## src/rtl/perceptron_train_sequencer.sv

```systemverilog
// perceptron_train_sequencer
//
// Trains a perceptron over a small on-chip sample set. One shared signed
// multiplier feeds an accumulator at one product per cycle. Each sample
// goes through MAC (dot product), ACT (step activation and error) and UPD
// (weight update). Epochs repeat until an epoch has no errors or until
// MAX_EPOCHS epochs have run.
//
// Ports:
//   clk, rst_n        clock, asynchronous active-low reset
//   ena               global enable; when low, every flop holds its value
//   load_valid/ready  word stream; a word is taken when valid & ready
//   load_data         load word: W[0..DIM-1], then X[s][0..DIM-1], Y[s] per sample
//   load_restart      rewind the load pointer (only in IDLE/DONE)
//   start             start pulse; accepted in IDLE/DONE once the set is loaded
//   busy, done        training in progress / finished (level)
//   converged         the last epoch had zero errors
//   epoch_cnt         epochs completed in the current or last run
//   err_cnt           misclassifications in the last completed epoch
//   w_sel, w_out      combinational weight readback
module perceptron_train_sequencer #(
  parameter int N_SAMPLES  = 3,
  parameter int DIM        = 2,
  parameter int DW         = 8,
  parameter int MAX_EPOCHS = 15,
  localparam int SEL_W     = (DIM > 1) ? $clog2(DIM) : 1
) (
  input  logic             clk,
  input  logic             rst_n,
  input  logic             ena,
  input  logic             load_valid,
  output logic             load_ready,
  input  logic [DW-1:0]    load_data,
  input  logic             load_restart,
  input  logic             start,
  output logic             busy,
  output logic             done,
  output logic             converged,
  output logic [7:0]       epoch_cnt,
  output logic [7:0]       err_cnt,
  input  logic [SEL_W-1:0] w_sel,
  output logic [DW-1:0]    w_out
);

  localparam int TOTAL = DIM + N_SAMPLES * (DIM + 1);
  localparam int PTR_W = $clog2(TOTAL + 1);
  localparam int S_W   = (N_SAMPLES > 1) ? $clog2(N_SAMPLES) : 1;
  localparam int ACC_W = 2 * DW + $clog2(DIM) + 1;
  localparam int UW    = DW + 2;
  localparam logic signed [UW-1:0] W_MAX = UW'((2 ** (DW - 1)) - 1);
  localparam logic signed [UW-1:0] W_MIN = UW'(-(2 ** (DW - 1)));

  typedef enum logic [2:0] {
    S_IDLE, S_MAC, S_ACT, S_UPD, S_EPOCH_END, S_DONE
  } state_t;

  state_t state_q, state_d;

  logic signed [DW-1:0]    w_q [DIM];
  logic signed [DW-1:0]    w_d [DIM];
  logic signed [DW-1:0]    x_q [N_SAMPLES][DIM];
  logic signed [DW-1:0]    x_d [N_SAMPLES][DIM];
  logic [N_SAMPLES-1:0]    y_q, y_d;
  logic [PTR_W-1:0]        ptr_q, ptr_d;
  logic [S_W-1:0]          s_q, s_d;
  logic [SEL_W-1:0]        d_q, d_d;
  logic signed [ACC_W-1:0] acc_q, acc_d;
  logic signed [1:0]       delta_q, delta_d;
  logic [7:0]              run_err_q, run_err_d;
  logic [7:0]              epoch_q, epoch_d;
  logic [7:0]              err_q, err_d;
  logic                    conv_q, conv_d;

  logic                    idle_or_done, loaded, start_ok, restart_ok, word_ok;
  logic                    d_last, s_last, act;
  logic signed [DW-1:0]    x_cur, w_cur;
  logic signed [2*DW-1:0]  prod;
  logic signed [UW-1:0]    upd_sum;

  assign idle_or_done = (state_q == S_IDLE) || (state_q == S_DONE);
  assign loaded       = (ptr_q == PTR_W'(TOTAL));
  assign restart_ok   = idle_or_done && load_restart;
  assign start_ok     = idle_or_done && loaded && start;
  // A restart in the same cycle drops the word.
  assign word_ok      = load_valid && load_ready && !load_restart;
  assign d_last       = (d_q == SEL_W'(DIM - 1));
  assign s_last       = (s_q == S_W'(N_SAMPLES - 1));

  // Shared datapath: the same operand pair drives the MAC product and the update.
  assign x_cur = x_q[s_q][d_q];
  assign w_cur = w_q[d_q];
  assign prod  = x_cur * w_cur;
  // Step activation: strictly positive sum fires.
  assign act   = !acc_q[ACC_W-1] && (acc_q != '0);

  // delta is restricted to {-1,0,+1}, so the update is an add/subtract of x.
  always_comb begin
    upd_sum = UW'(w_cur);
    if (delta_q == 2'sb01)      upd_sum = UW'(w_cur) + UW'(x_cur);
    else if (delta_q == 2'sb11) upd_sum = UW'(w_cur) - UW'(x_cur);
  end

  // ---------------------------------------------------------------- FSM
  // NOTE: state and all data flops use non-blocking assignments, so every flop samples the pre-edge values together.
  always_ff @(posedge clk or negedge rst_n) begin
    if (!rst_n)   state_q <= S_IDLE;
    else if (ena) state_q <= state_d;
  end

  always_comb begin
    state_d = state_q;
    unique case (state_q)
      S_IDLE, S_DONE: if (start_ok) state_d = S_MAC;
      S_MAC:          if (d_last) state_d = S_ACT;
      S_ACT:          state_d = S_UPD;
      S_UPD:          if (d_last) state_d = s_last ? S_EPOCH_END : S_MAC;
      S_EPOCH_END: begin
        if (run_err_q == '0 || (epoch_q + 8'd1) == 8'(MAX_EPOCHS)) state_d = S_DONE;
        else                                                        state_d = S_MAC;
      end
      default:        state_d = S_IDLE;
    endcase
  end

  always_comb begin
    busy       = !idle_or_done;
    done       = (state_q == S_DONE);
    load_ready = ena && idle_or_done && (ptr_q < PTR_W'(TOTAL));
  end

  // ------------------------------------------------------------ datapath
  // NOTE: every _d starts as a copy of its _q, so no path leaves a variable unassigned and no latch is inferred.
  always_comb begin
    w_d       = w_q;
    x_d       = x_q;
    y_d       = y_q;
    ptr_d     = ptr_q;
    s_d       = s_q;
    d_d       = d_q;
    acc_d     = acc_q;
    delta_d   = delta_q;
    run_err_d = run_err_q;
    epoch_d   = epoch_q;
    err_d     = err_q;
    conv_d    = conv_q;

    if (restart_ok) begin
      ptr_d = '0;
    end else if (word_ok) begin
      ptr_d = ptr_q + 1'b1;
      for (int i = 0; i < DIM; i++)
        if (ptr_q == PTR_W'(i)) w_d[i] = load_data;
      for (int s = 0; s < N_SAMPLES; s++) begin
        for (int j = 0; j < DIM; j++)
          if (ptr_q == PTR_W'(DIM + s * (DIM + 1) + j)) x_d[s][j] = load_data;
        if (ptr_q == PTR_W'(DIM + s * (DIM + 1) + DIM)) y_d[s] = load_data[0];
      end
    end

    if (start_ok) begin
      s_d       = '0;
      d_d       = '0;
      run_err_d = '0;
      epoch_d   = '0;
      err_d     = '0;
      conv_d    = 1'b0;
    end

    unique case (state_q)
      S_MAC: begin
        acc_d = (d_q == '0) ? ACC_W'(prod) : acc_q + ACC_W'(prod);
        d_d   = d_last ? '0 : d_q + 1'b1;
      end
      S_ACT: begin
        delta_d = 2'sb00;
        if (y_q[s_q] && !act)      delta_d = 2'sb01;
        else if (!y_q[s_q] && act) delta_d = 2'sb11;
        if ((y_q[s_q] != act) && (run_err_q != 8'hFF)) run_err_d = run_err_q + 8'd1;
      end
      S_UPD: begin
        if (upd_sum > W_MAX)      w_d[d_q] = DW'(W_MAX);
        else if (upd_sum < W_MIN) w_d[d_q] = DW'(W_MIN);
        else                      w_d[d_q] = DW'(upd_sum);
        d_d = d_last ? '0 : d_q + 1'b1;
        if (d_last) s_d = s_last ? '0 : s_q + 1'b1;
      end
      S_EPOCH_END: begin
        epoch_d   = epoch_q + 8'd1;
        err_d     = run_err_q;
        run_err_d = '0;
        conv_d    = (run_err_q == '0);
      end
      default: ;
    endcase
  end

  // NOTE: the W/X/Y store is reset on purpose, because reset must clear the weights. These stay flops and cannot become a RAM macro.
  always_ff @(posedge clk or negedge rst_n) begin
    if (!rst_n) begin
      for (int i = 0; i < DIM; i++) w_q[i] <= '0;
      for (int s = 0; s < N_SAMPLES; s++)
        for (int j = 0; j < DIM; j++) x_q[s][j] <= '0;
      y_q       <= '0;
      ptr_q     <= '0;
      s_q       <= '0;
      d_q       <= '0;
      acc_q     <= '0;
      delta_q   <= '0;
      run_err_q <= '0;
      epoch_q   <= '0;
      err_q     <= '0;
      conv_q    <= 1'b0;
    end else if (ena) begin
      w_q       <= w_d;
      x_q       <= x_d;
      y_q       <= y_d;
      ptr_q     <= ptr_d;
      s_q       <= s_d;
      d_q       <= d_d;
      acc_q     <= acc_d;
      delta_q   <= delta_d;
      run_err_q <= run_err_d;
      epoch_q   <= epoch_d;
      err_q     <= err_d;
      conv_q    <= conv_d;
    end
  end

  assign converged = conv_q;
  assign epoch_cnt = epoch_q;
  assign err_cnt   = err_q;
  assign w_out     = (int'(w_sel) < DIM) ? w_q[w_sel] : '0;

endmodule

```

## config.mk

```make
export PLATFORM = sky130hd
export DESIGN_NAME = perceptron_train_sequencer
export DESIGN_NICKNAME = d
export VERILOG_FILES = /design/src/rtl/perceptron_train_sequencer.sv
export SDC_FILE = /design/constraint.sdc
export NUM_CORES = 1
export LEC_CHECK = 0
export ABC_AREA = 0
export CAP_MARGIN = 20
export CORE_MARGIN = 4
export CORE_UTILIZATION = 58
export DETAILED_ROUTE_END_ITERATION = 16
export PLACE_DENSITY_LB_ADDON = 0.2
export SKIP_LAST_GASP = 1
export SYNTH_ARGS = -nofsm -noshare
export SYNTH_HDL_FRONTEND = slang
export SYNTH_SLANG_ARGS = --single-unit
export TNS_END_PERCENT = 1
```

## constraint.sdc

```tcl
create_clock -name clk -period 10.3 [get_ports clk]
set_input_delay 2.06 -clock clk [delete_from_list [all_inputs] [get_ports clk]]
set_output_delay 2.06 -clock clk [all_outputs]
set_load 0.05 [all_outputs]
```

==> results of run 1 <==
-- cell type report --
class                           instances  area (um^2)  share of cell area [%]
Multi-Input combinational cell        801         6450                    56.7
Timing Repair Buffer                   50          475                    4.18
Inverter                              137          519                    4.56
Sequential cell                       122         3050                    26.8
Clock buffer                           19          443                    3.89
Clock inverter                         13          155                    1.36
Tap cell                              225          282                    2.47
-- routing by layer --
metal / track usage [%] / routed length [um]
met5: 0 / 0
met4: 6.58 / 340
met3: 4.85 / 1010
met2: 40.9 / 11500
met1: 34.9 / 10800
-- synth_stat cells (all sizes together), types with 6 or more instances --
| cell | count | area share [%] |
|---|---|---|
| buf | 11 | 0.68 |
| inv | 135 | 5.0 |
| fa | 58 | 11 |
| dfrtp | 122 | 30 |
| clkbuf | 26 | 0.96 |
| a21oi | 63 | 3.2 |
| a211oi | 11 | 0.91 |
| o211ai | 13 | 0.96 |
| nand2 | 103 | 3.9 |
| nor4 | 7 | 0.43 |
| nor3 | 20 | 0.98 |
| a21o | 13 | 0.96 |
| nand3 | 18 | 0.88 |
| xnor2 | 22 | 2.0 |
| o221ai | 7 | 0.60 |
| mux2i | 43 | 4.2 |
| ha | 71 | 8.7 |
| nor2 | 77 | 2.9 |
| o21ai | 73 | 3.6 |
| a22o | 8 | 0.69 |
| o21a | 6 | 0.44 |
| nand2b | 6 | 0.44 |
| o31ai | 7 | 0.52 |
| a31oi | 10 | 0.88 |
| mux2 | 62 | 6.9 |
| o22ai | 19 | 1.2 |
| and3 | 9 | 0.55 |
| xor2 | 11 | 0.95 |
-- worst max path at each step --
stage	start	end	slack [ns]
after floorplan	s_q[1]	acc_q[17]	3.39
after global placement	s_q[1]	acc_q[17]	2.58
after detailed placement	s_q[1]	acc_q[17]	2.38
after CTS	s_q[1]	acc_q[17]	2.37
after global routing	s_q[1]	acc_q[17]	1.68
final	s_q[1]	acc_q[17]	2.30
-- metrics by stage --
step                cells  util, %  area, um^2  setup slack [ns]
floorplan            1097        -       10200              3.39
global placement     1334     62.5       10800              2.58
detailed placement   1335     62.5       10800              2.38
CTS                  1367     66.0       11400              2.37
global route         1367     66.0       11400              1.68
finish               1367     66.0       11400              2.30
-- state kept, by name (all words and copies together) (netlist names) --
name,count
acc_q,18
converged,1
d_last,1
delta_q,2
epoch_cnt,8
err_cnt,8
ptr_q,4
run_err_q,8
s_q,2
state_q,3
w_q,16
x_q,48
y_q,3
-- kinds of logic (layout without fill, tap and decap cells) --
family	after synthesis	after routing
mux	106	106
fa+ha+maj	129	129
buf+inv	174	219
compound gates	257	257
flops	122	122
xor+xnor	33	33
simple gates	276	276
-- placed cells by master, fill, tap and decap left out, types with 8 or more instances in the layout --
master,count
inv_1,132
mux2_2,27
mux2_1,35
xor2_1,11
mux2i_1,43
dfrtp_1,121
a21oi_1,61
buf_4,8
o22ai_1,19
o21ai_1,17
a21o_1,13
xnor2_1,20
fa_1,58
and3_1,9
a22o_1,8
clkbuf_16,17
nand2_1,99
clkdlybuf4s50_1,41
ha_1,71
nand3_1,18
o211ai_1,13
o21ai_0,56
nor3_1,20
nor2_1,76
a211oi_1,9
-- worst register-to-register path, delay by kind of cell (launching register included) --
family | cells | cell delay, ns
adders and majority gates | 7 | 2.78
AOI/OAI and AO/OA | 10 | 2.09
and+or+nand+nor | 6 | 1.55
DFF | 1 | 1.08
buffers and inverters | 3 | 0.20
muxes | 1 | 0.18
==> impl_metrics.env, run 1 <==
export IMPL_timing_rr_start="s_q[1]"
export IMPL_grt_pass1_vias=8221
export IMPL_postCtsHoldBufs=0
export IMPL_grt_usage_pct=25.2
export IMPL_clockRootBuffer="clkbuf_16"
export IMPL_vias=8054
export IMPL_hold_viol=0
export IMPL_port_buffers=42
export IMPL_grt_max_degree=76
export IMPL_syn_area_mm2=0.0102
export IMPL_viasPerCell=5.89
export IMPL_routedWlPerCell_um=17.3
export IMPL_cts_resized=0
export IMPL_synthFlopType="dfrtp_1"
export IMPL_dr_pass1_iters=5
export IMPL_worstHoldStart="err_cnt[0]"
export IMPL_cpMostUsedCell="ha_1"
export IMPL_nFillCells=1378
export IMPL_reg2regPathDepth=27
export IMPL_setup_viol=0
export IMPL_cts_setup_buffers=0
export IMPL_async_flop_share_pct=100
export IMPL_crit_arrival_ns=8.30
export IMPL_worst_path_max_fanout=23
export IMPL_synth_compound_area_share_pct=16.3
export IMPL_hold_depth=2
export IMPL_cts_sinks=122
export IMPL_cp_num_buf_inv=3
export IMPL_synth_nets=1241
export IMPL_synth_cell_type_count=74
export IMPL_crit_type="register to register"
export IMPL_synth_xor_area_share_pct=2.98
export IMPL_drive_above_1_share_pct=8.23
export IMPL_critPathCaptureType="register"
export IMPL_slew_limit_headroom_pct=25.4
export IMPL_cts_buffers=17
export IMPL_grt_pass1_wl_um=40700
export IMPL_core_mm2=0.0172
export IMPL_worstPathRequired_ns=10.60
export IMPL_finalCriticalPeriod_ns=8.00
export IMPL_hold_class="register to register"
export IMPL_muxShareOfSynthArea_pct=11.3
export IMPL_r2r_slack_ns=2.30
export IMPL_wirelength_um=23700
export IMPL_worstSetupPathDepth=27
export IMPL_r2r_end="acc_q[17]"
export IMPL_drc=0
export IMPL_routabilityCongestion=0.925
export IMPL_setup_tns_ns=0
export IMPL_io_pins=43
export IMPL_num_rows=48
export IMPL_finClkSkew_ns=0.0123
export IMPL_synthCells=1097
export IMPL_synthToLayoutAreaGrowth_pct=11.7
export IMPL_dieArea_mm2=0.0197
export IMPL_holdPathEnd="err_cnt[0]"
export IMPL_status="completed"
export IMPL_cts_tree="yes"
export IMPL_slowest_delay_ns=1.08
export IMPL_period_share_pct=77.7
export IMPL_cap_violations=0
export IMPL_initial_utilization_pct=59.1
export IMPL_start_kind="register"
export IMPL_clk_latency_ns=0.42
export IMPL_ys_seq_area_share_pct=30.0
export IMPL_max_slew_worst_pin_slew_ns=1.12
export IMPL_slowest_stage="dfrtp_1"
export IMPL_rsz0062_at_grt="false"
export IMPL_whs_ns=0.484
export IMPL_antenna_cells=0
export IMPL_dieHeight_um=141
export IMPL_fp_dieW_um=141
export IMPL_fmax_mhz=125
export IMPL_critPathTopFamily="adder cells"
export IMPL_synth_avg_cell_area_um2=9.29
export IMPL_path_clk_slew_ns=0.06
export IMPL_ys_warn_count=0
export IMPL_maxSlewViolCount=0
export IMPL_dpl_hpwl_um=17900
export IMPL_synthAdderAreaFrac_pct=20.1
export IMPL_antenna_found_initial=0
export IMPL_ys_seq_elements=122
export IMPL_ant_nets=0
export IMPL_h_tree_depth=4
export IMPL_gr_total_overflow=0
export IMPL_yosys_area_share_simple_pct=12.5
export IMPL_synth_top_family_by_area="adder cells"
export IMPL_fin_nets=1273
export IMPL_drt_iter0_markers=552
export IMPL_synth_edff_count=0
export IMPL_cts_buffer_depth=2
Power of run 1 is not shown: default switching activity piles up to over one toggle a cycle in this logic, so the estimate is an artifact.
==> inputs of run 2 (changes only) <==
--- a/config.mk
+++ b/config.mk
@@ -8,7 +8,7 @@
 export ABC_AREA = 0
 export CAP_MARGIN = 20
 export CORE_MARGIN = 4
-export CORE_UTILIZATION = 58
+export CORE_UTILIZATION = 57
 export DETAILED_ROUTE_END_ITERATION = 16
 export PLACE_DENSITY_LB_ADDON = 0.2
 export SKIP_LAST_GASP = 1
==> constraint.sdc (replaced) <==
create_clock -name clk -period 7.1 [get_ports clk]
set_input_delay 1.42 -clock clk [delete_from_list [all_inputs] [get_ports clk]]
set_output_delay 1.42 -clock clk [all_outputs]
set_load 0.05 [all_outputs]
==> run 2 against run 1 <==
Net effect: die area up 1.7%; setup slack worse by 2.0 ns; utilization up 0.32 points; global-route usage down 0.15 points; wire length up 0.35%; sequential share of layout area down 0.39 points; sequential cell count unchanged; maximum frequency up 18%; final area up 1.5%; worst hold slack worse by 0.0030 ns; register-to-register slack worse by 2.0 ns; count of clock-buffer cells in the layout down 1; critical endpoint unchanged; largest cell class unchanged; highest routed layer unchanged.
==> impl_metrics.env, run 2 (synthesis gave the netlist of run 1 again) <==
export IMPL_wl_met1_um=10800
export IMPL_gr_total_overflow=0
export IMPL_drive_above_1_share_pct=10.4
export IMPL_hold_viol=0
export IMPL_slowest_delay_ns=0.61
export IMPL_reg_top3="x_q: 48 flops, acc_q: 18 flops, w_q: 16 flops"
export IMPL_dr_wl_met2_um=11800
export IMPL_finalCriticalPeriod_ns=6.79
export IMPL_dieArea_mm2=0.0201
export IMPL_dieHeight_um=142
export IMPL_nFillCells=1443
export IMPL_slew_limit_headroom_pct=34.4
export IMPL_routabilityCongestion=0.866
export IMPL_path_clk_slew_ns=0.07
export IMPL_layout_common_cells="132 x inv_1, 121 x dfrtp_1, 99 x nand2_1"
export IMPL_finClkSkew_ns=0.0202
export IMPL_placed_cell_area_mm2=0.0109
export IMPL_worst_path_max_fanout=8
export IMPL_clockRootBuffer="clkbuf_16"
export IMPL_r2r_end="acc_q[17]"
export IMPL_initial_utilization_pct=58.5
export IMPL_viasPerCell=5.89
export IMPL_largest_reg_flops=48
export IMPL_period_share_pct=95.6
export IMPL_maxSlewViolCount=0
export IMPL_synthToLayoutAreaGrowth_pct=13.4
export IMPL_fin_nets=1292
export IMPL_crit_type="register to register"
export IMPL_ant_nets=0
export IMPL_highest_layer="met4"
export IMPL_io_pins=43
export IMPL_timing_rr_start="s_q[1]"
export IMPL_cp_num_buf_inv=7
export IMPL_status="completed"
export IMPL_cts_setup_buffers=0
export IMPL_grt_usage_pct=25.0
export IMPL_critPathTopFamily="adder cells"
export IMPL_cts_resized=0
export IMPL_reg2regPathDepth=26
export IMPL_fmax_mhz=147
export IMPL_fp_dieW_um=142
export IMPL_dr_pass1_iters=7
export IMPL_max_slew_worst_pin_slew_ns=0.975
export IMPL_cap_violations=0
export IMPL_layout_commonest_cell="inv_1"
export IMPL_drc=0
export IMPL_num_rows=48
export IMPL_cpMostUsedCell="inv_1"
export IMPL_final_area_mm2=0.0116
export IMPL_cts_sinks=122
export IMPL_grt_max_degree=82
export IMPL_regMostFlops="x_q"
export IMPL_rsz0062_at_grt="true"
export IMPL_clk_latency_ns=0.43
export IMPL_routedWlPerCell_um=17.1
export IMPL_slowest_stage="fa_2"
export IMPL_grt_pass1_wl_um=40800
export IMPL_core_mm2=0.0174
export IMPL_dpl_hpwl_um=18000
export IMPL_dr_wl_met3_um=938
export IMPL_vias=8159
export IMPL_antenna_found_initial=0
export IMPL_worstHoldStart="err_cnt[0]"
export IMPL_start_kind="register"
export IMPL_setup_viol=0
export IMPL_h_tree_depth=4
export IMPL_drt_iter0_markers=566
export IMPL_cts_tree="yes"
export IMPL_whs_ns=0.481
export IMPL_grt_pass1_vias=8207
export IMPL_antenna_cells=0
export IMPL_crit_arrival_ns=7.08
export IMPL_hold_depth=2
export IMPL_port_buffers=42
export IMPL_wirelength_um=23700
export IMPL_r2r_slack_ns=0.31
export IMPL_holdPathEnd="err_cnt[0]"
export IMPL_postCtsHoldBufs=0
export IMPL_critPathCaptureType="register"
export IMPL_cts_buffers=17
export IMPL_worstPathRequired_ns=7.39
export IMPL_cts_buffer_depth=2
export IMPL_hold_class="register to register"
[run 2: cell type report]
cell class	count	area, um^2	share of cell area, %
clock inverters	14	135	1.17
repair buffers	69	648	5.61
clock buffers	18	429	3.72
multi-input cells	801	6480	56.1
inverters	137	519	4.50
flip-flops and latches	122	3060	26.5
well taps	225	282	2.44
[run 2: layer usage]
layer  global-route usage (%)  vias to the layer above
met3                     4.95                       22
met1                     34.4                     4004
met2                     41.1                      183
met4                     5.86                        0
li1                         -                     3950
met5                        0                        -
[run 2: tightest hold or removal path, cell delays in order (launching register included)]
cell	delay, ns
dfrtp_1	0.34
nand2_1	0.05
o21ai_0	0.06
[run 2: through the flow]
| step | utilization (%) | instances | setup WS (ns) | TNS (ns) |
|---|---|---|---|---|
| after global routing | 66.3 | 1386 | -0.100 | -0.100 |
| after detailed placement | 62.7 | 1353 | 0.215 | 0 |
| after CTS | 65.9 | 1385 | 0.174 | 0 |
| final | 66.3 | 1386 | 0.311 | 0 |
| after floorplan | - | 1097 | 0.192 | 0 |
| after global placement | 62.6 | 1352 | 0.426 | 0 |
[run 2: how the worst max path moves through the flow]
stage	startpoint	endpoint	slack [ns]	cells past startpoint
5_1_grt	s_q[1]	acc_q[17]	-0.10	27
3_3_place_gp	s_q[1]	acc_q[17]	0.43	26
4_1_cts	s_q[1]	acc_q[17]	0.17	27
2_1_floorplan	s_q[1]	acc_q[17]	0.19	27
6_report	s_q[1]	acc_q[17]	0.31	26
3_5_place_dp	s_q[1]	acc_q[17]	0.21	27
Power of run 2 is left out for the same reason.
==> RTL edit 1: new RTL, config.mk and constraints of run 2 <==
Set the parameter `DW` to 10 (it was 8).
--- a/src/rtl/perceptron_train_sequencer.sv
+++ b/src/rtl/perceptron_train_sequencer.sv
@@ -21,7 +21,7 @@
 module perceptron_train_sequencer #(
   parameter int N_SAMPLES  = 3,
   parameter int DIM        = 2,
-  parameter int DW         = 8,
+  parameter int DW         = 10,
   parameter int MAX_EPOCHS = 15,
   localparam int SEL_W     = (DIM > 1) ? $clog2(DIM) : 1
 ) (
Ports: changed (resized load_data and w_out); port bits go from 43 to 47. The function was not compared with the original's and may differ.
==> RTL edit 1 against run 2 <==
Sequential cell count increased by 20; highest routed layer unchanged; via count up 36%; count of clock-buffer cells in the layout down 1; final area up 39%; routed wire length rose by 45%; the flow now finishes with violations (negative setup slack); worst setup slack lost 760 ps; area after synthesis rose by 27%.
Power is not shown: default switching activity piles up to over one toggle a cycle in this logic, so the estimate is an artifact.
==> RTL edit 1: results (changes against run 2) <==
{| class="wikitable"
! Metric !! Value
|-
| M1 WL || 14.8 mm (+37%)
|-
| All-Layer GR Usage || 28.7% (+3.7 points)
|-
| Slew at the pin closest to its max-slew limit || 970 ps (-5.26 ps)
|-
| Syn Nets || 1610 (+30%)
|-
| Total iterations of the first detailed-routing run || 5 (-2)
|-
| Pin count of the biggest net entering global routing || 101 (+23%)
|-
| DP HPWL || 25.9 mm (+44%)
|-
| Largest fanout on the critical path || 6 (-2)
|-
| Number of vias per cell after detailed routing || 5.86 (-0.46%)
|-
| Total negative slack for setup checks || -1290 ps (-1290 ps)
|-
| Number of cells on the worst hold path || 1 (-1)
|-
| Fraction of layout instances using a drive strength above 1 || 21.6% (+11 points)
|-
| Met1 usage || 38.8% (+4.4 points)
|-
| Hold worst-path end || x_q[56]$_DFFE_PN0P_
|-
| Routed WL || 34.4 mm (+45%)
|-
| Count of port buffers added during placement || 46 (+9.5%)
|-
| Share of synthesized area occupied by flip-flops and latches || 27.5% (-2.5 points)
|-
| Destination of the critical timing path || acc_q[21]$_DFFE_PN0P_
|-
| Post-CTS setup repair buffer count || 16 (+16)
|-
| Violated checks || negative setup slack
|-
| Met2 WL post-DR || 16.2 mm (+38%)
|-
| Iter 0 DRT Violations || 875 (+55%)
|-
| Number of global-route vias before repair || 11400 (+39%)
|-
| Worst-case hold slack || 494 ps (+13.4 ps)
|-
| Worst path setup slack after routing || -450 ps (-761 ps)
|-
| Worst r2r path cells || 32 (+23%)
|-
| Post-route non-filler standard cell count || 1898 (+37%)
|-
| Reg-to-reg endpoint || acc_q[21]$_DFFE_PN0P_
|-
| Status || finished with violations
|-
| Detail Route met3 WL || 2.44 mm (+160%)
|-
| Final worst clock skew || 15.6 ps (-4.55 ps)
|-
| Setup-failing EPs final || 4 (+4)
|-
| Synthesized area per cell || 9.25 µm² (-0.38%)
|-
| Library cells used by synthesis || 73 (-1.4%)
|-
| Master of the slowest instance on the critical path || fa_1
|-
| Global-route track usage on met3 || 5.03% (+0.074 points)
|-
| Number of nets in the layout || 1818 (+41%)
|-
| M2 GR Usage || 47.0% (+6.0 points)
|}
[RTL edit 1: cell count changes in the layout (fill, tap and decap cells not counted), moves of 28 or more]
cell	run 2	this run
buf_4	25	179
fa_1	57	92
nand2_1	99	147
nor2_1	76	105
o21ai_0	56	28
o21ai_1	13	68
[RTL edit 1: cell type report]
class | instances | area [µm²]
tap | 280 | 350
clock buffer | 17 | 425
sequential | 142 | 3560
timing repair buffer | 233 | 1950
multi-input combinational | 1043 | 8890
clock inverter | 15 | 188
fill | 1589 | 6090
inverter | 168 | 631
[RTL edit 1: cell families after synthesis]
| logic type | count (synthesis) | share of synthesized area, % |
|---|---|---|
| simple gates | 360 | 12.5 |
| fa+ha+maj | 199 | 24.7 |
| compound gates | 304 | 14.9 |
| xor+xnor | 51 | 3.46 |
| flops | 142 | 27.5 |
| mux | 129 | 10.7 |
| buf+inv | 212 | 6.23 |
==> RTL edit 2: new RTL, flow settings as in run 2 <==
Without the edit above. Make the reset (`rst_n`) synchronous in 2 clocked blocks. Comments in the files are not updated.
--- a/src/rtl/perceptron_train_sequencer.sv
+++ b/src/rtl/perceptron_train_sequencer.sv
@@ -102,7 +102,7 @@
 
   // ---------------------------------------------------------------- FSM
   // NOTE: state and all data flops use non-blocking assignments, so every flop samples the pre-edge values together.
-  always_ff @(posedge clk or negedge rst_n) begin
+  always_ff @(posedge clk) begin
     if (!rst_n)   state_q <= S_IDLE;
     else if (ena) state_q <= state_d;
   end
@@ -195,7 +195,7 @@
   end
 
   // NOTE: the W/X/Y store is reset on purpose, because reset must clear the weights. These stay flops and cannot become a RAM macro.
-  always_ff @(posedge clk or negedge rst_n) begin
+  always_ff @(posedge clk) begin
     if (!rst_n) begin
       for (int i = 0; i < DIM; i++) w_q[i] <= '0;
       for (int s = 0; s < N_SAMPLES; s++)
Formal check against the unedited RTL: differs if rst_n is asserted again (counterexample within 4 cycles, from zero or initial values and one cycle with rst_n low); with rst_n held inactive, the same outputs for 4 cycles.
==> RTL edit 2 against run 2 <==
Sequential cell count is the same; area after synthesis grew 0.85%; die area grew 0.80%; sequential share of layout area is 5.1 points lower; via count increased by 14%; worst setup slack improved by 40 ps; final area is 0.77% lower; routed wire length increased by 10%; critical path type unchanged; critical endpoint is now acc_q[16]$_SDFFE_PN0P_.
Power is left out: it rests on default switching activity, and per cell area and clock period it moved more than threefold.
==> RTL edit 2: results (changes against run 2) <==
{| class="wikitable"
! Metric !! Value
|-
| Status || complete, no violations
|-
| Pin count of the biggest net entering global routing || 82 (unchanged)
|-
| Iter 0 DRT Violations || 881 (+56%)
|-
| Clock-cell share of area || 5.02% (+0.14 points)
|-
| Syn Nets || 1437 (+16%)
|-
| All-Layer GR Usage || 26.1% (+1.1 points)
|-
| Library cells used by synthesis || 78 (+5.4%)
|-
| Number of non-clock buffers || 76 (+10%)
|-
| CTS root buffer || clkbuf_16
|-
| Yosys warnings || 0 (unchanged)
|-
| Routed WL || 26.1 mm (+10%)
|-
| Slew at the pin closest to its max-slew limit || 877 ps (-97.9 ps)
|-
| Clock transition at the register clock pins on the worst setup and hold paths after CTS || ~60 ps
|-
| Clock buffer count in the final layout || 18 (unchanged)
|-
| DP HPWL || 19.0 mm (+5.6%)
|-
| Final worst clock skew || 14.5 ps (-5.71 ps)
|-
| Number of antenna cells inserted || 0 (unchanged)
|-
| Number of global-route vias before repair || 8685 (+5.8%)
|-
| Clock buffer depth || 2 (unchanged)
|-
| Inserted Clock Buffers || 17 (unchanged)
|-
| Worst Setup Slack post-DPL || 170 ps (-45.4 ps)
|-
| Multi-In Gates || 970 (+21%)
|-
| Logic inverters || 128 (-6.6%)
|-
| Master of the slowest instance on the critical path || fa_1
|-
| Final Wtd Congestion || 0.948 (+9.5%)
|-
| Mapped cell area || 10300 µm² (+0.85%)
|-
| Fillers || 1489 (+3.2%)
|-
| Antenna violations before repair || 0 (unchanged)
|-
| EDFF count, synth || 0 (unchanged)
|-
| Multi-input gate share of total cell area || 61.1% (+5.0 points)
|-
| Class of the tightest hold or removal check || register to register
|-
| Post-route non-filler standard cell count || 1553 (+12%)
|-
| Fraction of standard cell area that is sequential || 21.4% (-5.1 points)
|-
| Fraction of layout instances using a drive strength above 1 || 8.96% (-1.5 points)
|-
| Top cell types by occurrence after synthesis || nand2_1 (157), nor2_1 (139), inv_1 (123)
|-
| Delay of the slowest critical-path stage || 560 ps (-50 ps)
|-
| Number of vias per cell after detailed routing || 6.00 (+2.0%)
|-
| Data arrival time of the critical path || 7100 ps (+20 ps)
|-
| Wire length of the first global-routing pass || 43.3 mm (+6.0%)
|-
| Count of port buffers added during placement || 42 (unchanged)
|-
| CTS HTree Levels || 4 (unchanged)
|-
| Final cell area excluding filler cells || 11500 µm² (-0.77%)
|-
| Share of synthesized flip-flops with an asynchronous set or reset || 0% (-100 points)
|-
| Largest cells by area after synthesis || dfxtp_1 (24%), fa_1 (11%), ha_1 (8.6%)
|-
| Insertion delay of the later-clocked pin in the worst-skew pair || 430 ps (about the same)
|-
| Largest fanout on the critical path || 8 (unchanged)
|-
| FFs & Latches || 122 (unchanged)
|-
| Share of synthesized area occupied by flip-flops and latches || 23.8% (-6.2 points)
|-
| Non-Clock Buffer Area Fraction || 5.87% (+0.26 points)
|-
| Synthesized area per cell || 7.94 µm² (-14%)
|-
| Cell count after placement || 1516 (+12%)
|-
| Total iterations of the first detailed-routing run || 7 (unchanged)
|-
| Largest registers || x_q (48), acc_q (18), w_q (16)
|-
| Family of cells with the greatest summed delay on the critical path || adder cells
|}
==> RTL edit 2: cell types whose count changed in the layout (fill, tap and decap cells not counted), sizes merged, moves of 10 or more <==
cell,before,now
a21oi,63,107
a22oi,1,12
a311oi,1,17
a32o,4,14
dfrtp,122,0
dfxtp,0,122
mux2,62,10
nand2,103,161
nand3,18,59
nor2,77,140
o22ai,19,3
==> RTL edit 2: cells by family after synthesis <==
| logic type | count (synthesis) | share of synthesized area, % |
|---|---|---|
| compound gates | 312 | 19.9 |
| xor+xnor | 39 | 3.47 |
| fa+ha+maj | 129 | 20.0 |
| buf+inv | 201 | 8.29 |
| simple gates | 439 | 19.4 |
| mux | 51 | 5.21 |
| flops | 122 | 23.8 |
==> RTL edit 2: worst paths after layout <==
check | cells after the start | endpoint | slack, ps | start
max | 27 | acc_q[16]$_SDFFE_PN0P_ | 350 | s_q[1]$_SDFFE_PN0P_
min | 2 | x_q[0]$_SDFFE_PN0P_ | 450 | x_q[0]$_SDFFE_PN0P_
max reg2reg | 27 | acc_q[16]$_SDFFE_PN0P_ | 350 | s_q[1]$_SDFFE_PN0P_
min reg2reg | 2 | x_q[0]$_SDFFE_PN0P_ | 450 | x_q[0]$_SDFFE_PN0P_
==> RTL edit 2: per-layer routing <==
layer | GRT usage (%) | vias up | routed length (µm)
met1 | 37.3 | 4490 | 11800
met4 | 5.76 | 0 | 309
met2 | 41.9 | 302 | 12400
li1 | - | 4498 | -
met3 | 4.30 | 33 | 1610
met5 | 0 | - | 0
==> RTL edit 2: repair_timing <==
action,in CTS,in global routing
buffers inserted,0,4
resized for setup,0,7
setup endpoints to repair,0,4
==> RTL edit 2: worst min-delay path: cells and delay by family (launching register included) <==
kind | cells | cell delay, ps
flip-flops | 1 | 300
AND/OR/NAND/NOR | 1 | 50
AO/OA/AOI/OAI | 1 | 50
